--- src/rtl/expression_pipe.sv ---
// expression_pipe: pipelined multi-lane expression evaluator.
//
// Evaluates one operation (selected by op) on LANES independent operand
// pairs per accepted transaction. Each lane is signed or unsigned according
// to SIGNED_MASK. The result is computed when the transaction is accepted,
// then carried through STAGES register stages to the output. A per-lane
// accumulator supports the ACC/CLR operations.
//
// Ports:
//   clk        clock, rising edge
//   rst_n      synchronous active-low reset
//   in_valid   transaction offered
//   in_ready   block can accept (global advance enable)
//   op         operation code, sampled with the transaction
//   a, b       lane operands, lane i = x[i*W +: W]
//   out_valid  result valid
//   out_ready  consumer accepts result
//   y          lane results, same packing as a/b
//   flag       per-lane status bit
//   par        per-lane parity of y (only with EXPRESSION_PIPE_PARITY_EN)
//
// Optional feature: define EXPRESSION_PIPE_PARITY_EN to add the par output.

module expression_pipe #(
    parameter int unsigned      LANES       = 6,
    parameter int unsigned      W           = 6,
    parameter logic [LANES-1:0] SIGNED_MASK = 6'b111000,
    parameter int unsigned      STAGES      = 2
) (
    input  logic               clk,
    input  logic               rst_n,
    input  logic               in_valid,
    output logic               in_ready,
    input  logic [2:0]         op,
    input  logic [LANES*W-1:0] a,
    input  logic [LANES*W-1:0] b,
    output logic               out_valid,
    input  logic               out_ready,
    output logic [LANES*W-1:0] y,
    output logic [LANES-1:0]   flag
`ifdef EXPRESSION_PIPE_PARITY_EN
    ,
    output logic [LANES-1:0]   par
`endif
);

    localparam int unsigned LW = LANES * W;

    localparam logic [2:0] OP_ADD = 3'd0;
    localparam logic [2:0] OP_SUB = 3'd1;
    localparam logic [2:0] OP_AND = 3'd2;
    localparam logic [2:0] OP_XOR = 3'd3;
    localparam logic [2:0] OP_SHR = 3'd4;
    localparam logic [2:0] OP_CMP = 3'd5;
    localparam logic [2:0] OP_ACC = 3'd6;
    localparam logic [2:0] OP_CLR = 3'd7;

    logic             adv_c;
    logic             accept_c;
    logic [LW-1:0]    res_c;
    logic [LANES-1:0] flg_c;
    logic [LW-1:0]    acc_q;

    logic [STAGES-1:0] v_q;
    logic [LW-1:0]     y_q [STAGES];
    logic [LANES-1:0]  f_q [STAGES];

`ifdef EXPRESSION_PIPE_PARITY_EN
    logic [LANES-1:0]  par_c;
    logic [LANES-1:0]  p_q [STAGES];
`endif

    // Whole pipe shifts together whenever the output slot is free or draining
    assign adv_c    = !out_valid || out_ready;
    assign in_ready = adv_c;
    assign accept_c = in_valid && adv_c;

    // Per-lane datapath, evaluated on the operands being offered
    for (genvar i = 0; i < LANES; i++) begin : g_lane
        localparam bit SG = SIGNED_MASK[i];

        logic [W-1:0]   al, bl, cl;
        logic [W-1:0]   pl, ql;
        logic [W-1:0]   dl, shr, lowm, eff;
        logic [W-1:0]   rl;
        logic           fl;
        logic [W:0]     sum;
        logic [2*W-1:0] ae, be;

        assign al = a[i*W +: W];
        assign bl = b[i*W +: W];
        assign cl = acc_q[i*W +: W];

        assign ae = SG ? {{W{al[W-1]}}, al} : {{W{1'b0}}, al};
        assign be = SG ? {{W{bl[W-1]}}, bl} : {{W{1'b0}}, bl};

        // ACC reuses the adder with (acc, a) as operands
        assign pl  = (op == OP_ACC) ? cl : al;
        assign ql  = (op == OP_ACC) ? al : bl;
        assign sum = {1'b0, pl} + {1'b0, ql};
        assign dl  = al - bl;

        // Oversized shifts saturate: a signed lane can lose at most W-1 bits
        // before it is all sign copies, an unsigned lane loses everything.
        always_comb begin
            eff = bl;
            if (32'(bl) >= 32'(W)) begin
                eff = SG ? W'(W - 1) : W'(W);
            end
        end

        assign shr  = W'(ae >> eff);
        assign lowm = ~({W{1'b1}} << eff);

        always_comb begin
            rl = '0;
            fl = 1'b0;
            case (op)
                OP_ADD, OP_ACC: begin
                    rl = sum[W-1:0];
                    fl = SG ? ((pl[W-1] == ql[W-1]) && (sum[W-1] != pl[W-1]))
                            : sum[W];
                end
                OP_SUB: begin
                    rl = dl;
                    fl = SG ? ((al[W-1] != bl[W-1]) && (dl[W-1] != al[W-1]))
                            : (al < bl);
                end
                OP_AND: begin
                    rl = al & bl;
                    fl = ((al & bl) == '0);
                end
                OP_XOR: begin
                    rl = al ^ bl;
                    fl = ((al ^ bl) == '0);
                end
                OP_SHR: begin
                    rl = shr;
                    fl = |(al & lowm);
                end
                OP_CMP: begin
                    // Extended operands make one signed compare valid for both lane kinds
                    rl = W'($signed(ae) >= $signed(be));
                    fl = (al == bl);
                end
                default: begin
                    rl = '0;
                    fl = 1'b0;
                end
            endcase
        end

        assign res_c[i*W +: W] = rl;
        assign flg_c[i]        = fl;
`ifdef EXPRESSION_PIPE_PARITY_EN
        assign par_c[i]        = ^rl;
`endif
    end

    // Accumulators change only at accept so chained ACCs see their predecessor
    always_ff @(posedge clk) begin
        if (!rst_n) begin
            acc_q <= '0;
        end else if (accept_c && (op == OP_ACC)) begin
            acc_q <= res_c;
        end else if (accept_c && (op == OP_CLR)) begin
            acc_q <= '0;
        end
    end

    // Result pipeline; bubbles carry zero payload
    always_ff @(posedge clk) begin
        if (!rst_n) begin
            v_q <= '0;
            for (int k = 0; k < int'(STAGES); k++) begin
                y_q[k] <= '0;
                f_q[k] <= '0;
`ifdef EXPRESSION_PIPE_PARITY_EN
                p_q[k] <= '0;
`endif
            end
        end else if (adv_c) begin
            v_q[0] <= in_valid;
            y_q[0] <= in_valid ? res_c : '0;
            f_q[0] <= in_valid ? flg_c : '0;
`ifdef EXPRESSION_PIPE_PARITY_EN
            p_q[0] <= in_valid ? par_c : '0;
`endif
            for (int k = 1; k < int'(STAGES); k++) begin
                v_q[k] <= v_q[k-1];
                y_q[k] <= y_q[k-1];
                f_q[k] <= f_q[k-1];
`ifdef EXPRESSION_PIPE_PARITY_EN
                p_q[k] <= p_q[k-1];
`endif
            end
        end
    end

    assign out_valid = v_q[STAGES-1];
    assign y         = y_q[STAGES-1];
    assign flag      = f_q[STAGES-1];
`ifdef EXPRESSION_PIPE_PARITY_EN
    assign par       = p_q[STAGES-1];
`endif

endmodule

--- config.mk ---
export PLATFORM = sky130hd
export DESIGN_NAME = expression_pipe
export DESIGN_NICKNAME = d
export VERILOG_FILES = /design/src/rtl/expression_pipe.sv
export SDC_FILE = /design/constraint.sdc
export NUM_CORES = 1
export LEC_CHECK = 0
export BUFFER_PORTS_ARGS = -buffer_cell sky130_fd_sc_hd__buf_2
export CAP_MARGIN = 20
export CORE_MARGIN = 2
export CORE_UTILIZATION = 50
export DETAILED_ROUTE_END_ITERATION = 10
export PLACE_DENSITY_LB_ADDON = 0.2
export SYNTH_ARGS = -nofsm -noshare
export SYNTH_HDL_FRONTEND = slang
export SYNTH_SLANG_ARGS = --single-unit
--- constraint.sdc ---
create_clock -name clk -period 3.43 [get_ports clk]
set_input_delay 0.343 -clock clk [delete_from_list [all_inputs] [get_ports clk]]
set_output_delay 0.343 -clock clk [all_outputs]
set_load 0.1 [all_outputs]
==> impl_metrics.tcl <==
set metrics [dict create \
    timing.slew.headroom_pct 41.8 \
    crit_type "input pin to register" \
    final_net_count 1601 \
    switching_share_pct 35.7 \
    ctsHtreeMaxLevel 4 \
    drtPass1Iterations 5 \
    cp_max_fo 30 \
    vias_per_cell 6.17 \
    coreArea_sq_um 23300 \
    rows 56 \
    ir_drop_mv 0.269 \
    finalHoldViolations 0 \
    cts_max_path_buffers 2 \
    synth_flop_cell "edfxtp_1" \
    synthCells 1340 \
    hold_path.startpoint "in_valid" \
    drv_slew 0 \
    drcViolationCount 0 \
    period_share_pct 85.6 \
    io_buffers 122 \
    tightest_slew_ns 0.870 \
    yosys-top-cells-area "edfxtp_1 (22%), ha_1 (11%), dfxtp_1 (6.5%)" \
    synth_nets 1536 \
    place.gp.congestion 0.935 \
    clock_skew_ns 0.00879 \
    clk_latency_ns 0.43 \
    ctsResizeCount 0 \
    async_flop_share_pct 0 \
    status "complete, no violations" \
    reg2reg_from "acc_q[31]" \
    antenna_left 0 \
    syn_avg_cell_area_sq_um 8.74 \
    grt_pass1_wl_mm 55.2 \
    finalSetupViolCount 0 \
    root_buffer "clkbuf_16" \
    clk_pin_slew_worst_paths_ns 0.06 \
    cts_tree "done" \
    p_per_area_nw_per_um2 382 \
    fin_area_sq_um 13000 \
    cts_hold_buffers 0 \
    max_freq_mhz 340 \
    maxCapViolations 0 \
    io_pins 123 \
    die_area_sq_um 24700 \
    setup_ws_ns 0.493 \
    yosysUniqueCellTypes 83 \
    clkSinkCount 122 \
    overflow 0 \
    fp.dieH_um 157 \
    worstSetupEndpointType "register" \
    yosysTopAreaCellShare_pct 21.5 \
    yosys_warnings 0 \
    drive_above_1_share_pct 19.5 \
    numCtsBuffers 17 \
    startpoint "op[0]" \
    postCtsSetupBuffers 0 \
    clkPwrFrac_pct 35.5 \
    antenna_cells 0 \
    synth_edf_count 84 \
    dr_total_vias 10720 \
    switchingPower_mw 1.77 \
    setup_tns_ns 0 \
    power.total_mw 4.95 \
    dp_hpwl_mm 25.7 \
    p_seq_share_pct 33.7 \
    internal_power_mw 3.18 \
    r2r_slack_ns 1.02 \
    first_iter_violations 789 \
    seq_area_frac_synth_pct 28.0 \
    rsz0062_at_grt "false" \
    critPathLaunchType "input pin" \
    die-width_um 157 \
    area_delta_synth_final_pct 10.8 \
    yosysTopAreaCell "edfxtp_1" \
    hold_path_class "input pin to register" \
    placed_cell_area_sq_um 12400 \
    antenna_found_initial 3 \
    combPwrFrac_pct 30.8 \
    fillCellCount 2180 \
    grt_max_degree 51 \
    dp_slack_ns 0.102 \
    synth.cell_area_sq_um 11700 \
    start_util_pct 50.3 \
    p_leak_nw 5.85 \
    synth-seq-cells 122 \
    grt_util_all_layers_pct 28.9 \
    period_minus_slack_ns 2.94 \
    worstPathRequired_ns 3.60 \
    drt_wl_total_mm 35.5 \
    routedWlPerCell_um 20.4 \
    grt_pass1_vias 10007 \
    arrival_ns 3.11 \
]
synthesized netlist by cell type, types with 5 or more instances:
cell type  number
a221oi_1        8
and2_1          5
a211oi_1       19
nor2b_1        19
inv_1          87
xnor2_1        18
xor2_1          8
nand2_1        92
nor3_1         17
mux2_2         67
nand3_1        25
edfxtp_1       84
o21ai_0        88
buf_2          25
a31oi_1        16
nand4_1         8
mux2i_1        52
nor4_1         16
o22ai_1        15
ha_1          105
nand2b_1       13
a21o_1         19
o31ai_1         5
fa_1           12
o21a_1         11
buf_4          42
a211o_1         5
a21oi_1        92
a22oi_1        15
buf_1           9
nor2_1         91
nand3b_1        7
or4_1           7
or3_1           9
o211ai_1       14
and3_1         46
o221ai_1        7
dfxtp_1        38
a22o_1         13
clkbuf_1       35
cell families (layout without fill, tap and decap cells):
group	after synthesis	in the layout	share of synthesized area (%)
xor+xnor	26	26	1.94
compound gates	374	374	20.8
flops	122	122	28.0
mux	122	122	11.4
buf+inv	202	280	8.11
simple gates	377	377	16.4
fa+ha+maj	117	117	13.3
worst max-delay path: stages:
cell and delay (ns):
buf_2 0.12, nand3b_1 0.44, buf_12 0.33, mux2_2 0.30, ha_1 0.31, a211oi_1 0.32
o21bai_1 0.13, a21oi_1 0.20, xnor2_1 0.08, a221oi_1 0.42, nor2_1 0.09
per-stage QoR:
step,hold slack (ns),util [%],cells
after global placement,0.437,53.4,1705
after global routing,0.225,55.8,1737
after floorplan,0.421,-,1340
final,0.208,55.8,1737
after CTS,0.200,55.8,1737
after detailed placement,0.438,53.4,1705
power by group through the flow:
| stage | sequential (mW) | combinational, mW | clock (mW) |
|---|---|---|---|
| floorplan | 1.69 | 1.11 | 0 |
| global placement | 1.70 | 1.48 | 0 |
| detailed placement | 1.70 | 1.50 | 0 |
| CTS | 1.67 | 1.50 | 1.77 |
| global route | 1.67 | 1.66 | 1.83 |
| finish | 1.67 | 1.53 | 1.76 |
registers in the layout, summed over array words and instances, names as in the netlist:
name and flops:
y_q 72, acc_q 36, f_q 12, v_q 2
path summary, 6_finish.rpt:
check	to	cells after the start
setup reg to reg	y_q[0][35]	9
hold / removal	v_q[0]	3
hold reg to reg	acc_q[26]	2
setup / recovery	y_q[0][11]	11
placed cells by master, fill, tap and decap left out, types with 6 or more instances in the layout:
master	Yosys	layout
a211oi_1	19	19
a21o_1	19	19
a21oi_1	92	92
a221oi_1	8	8
a22o_1	13	13
a22oi_1	15	15
a31oi_1	16	16
and3_1	46	46
buf_2	25	122
buf_4	42	35
clkbuf_16	0	17
dfxtp_1	38	38
edfxtp_1	84	84
fa_1	12	12
ha_1	105	105
inv_1	87	87
inv_6	0	6
mux2_2	67	67
mux2i_1	52	52
nand2_1	92	91
nand2b_1	13	13
nand3_1	25	25
nand3b_1	7	7
nand4_1	8	8
nor2_1	91	91
nor2b_1	19	19
nor3_1	17	17
nor4_1	16	16
o211ai_1	14	14
o21a_1	11	11
o21ai_0	88	88
o221ai_1	7	7
o22ai_1	15	15
or3_1	9	9
or4_1	7	7
xnor2_1	18	18
xor2_1	8	8
routing by layer:
layer / part of all wire, % / track usage, %
met4: 2.5 / 9.65
met3: 11 / 6.77
met1: 42 / 40.0
met2: 44 / 44.5
met5: 0.076 / 0
cell type report:
class | instances | area (sq um) | area share [%]
Sequential cell | 122 | 3280 | 25.3
Timing Repair Buffer | 159 | 913 | 7.04
Tap cell | 319 | 399 | 3.07
Clock inverter | 15 | 140 | 1.08
Inverter | 89 | 334 | 2.57
Clock buffer | 17 | 425 | 3.28
Multi-Input combinational cell | 1016 | 7490 | 57.7
Note: power is estimated with default switching activity, not from simulation.
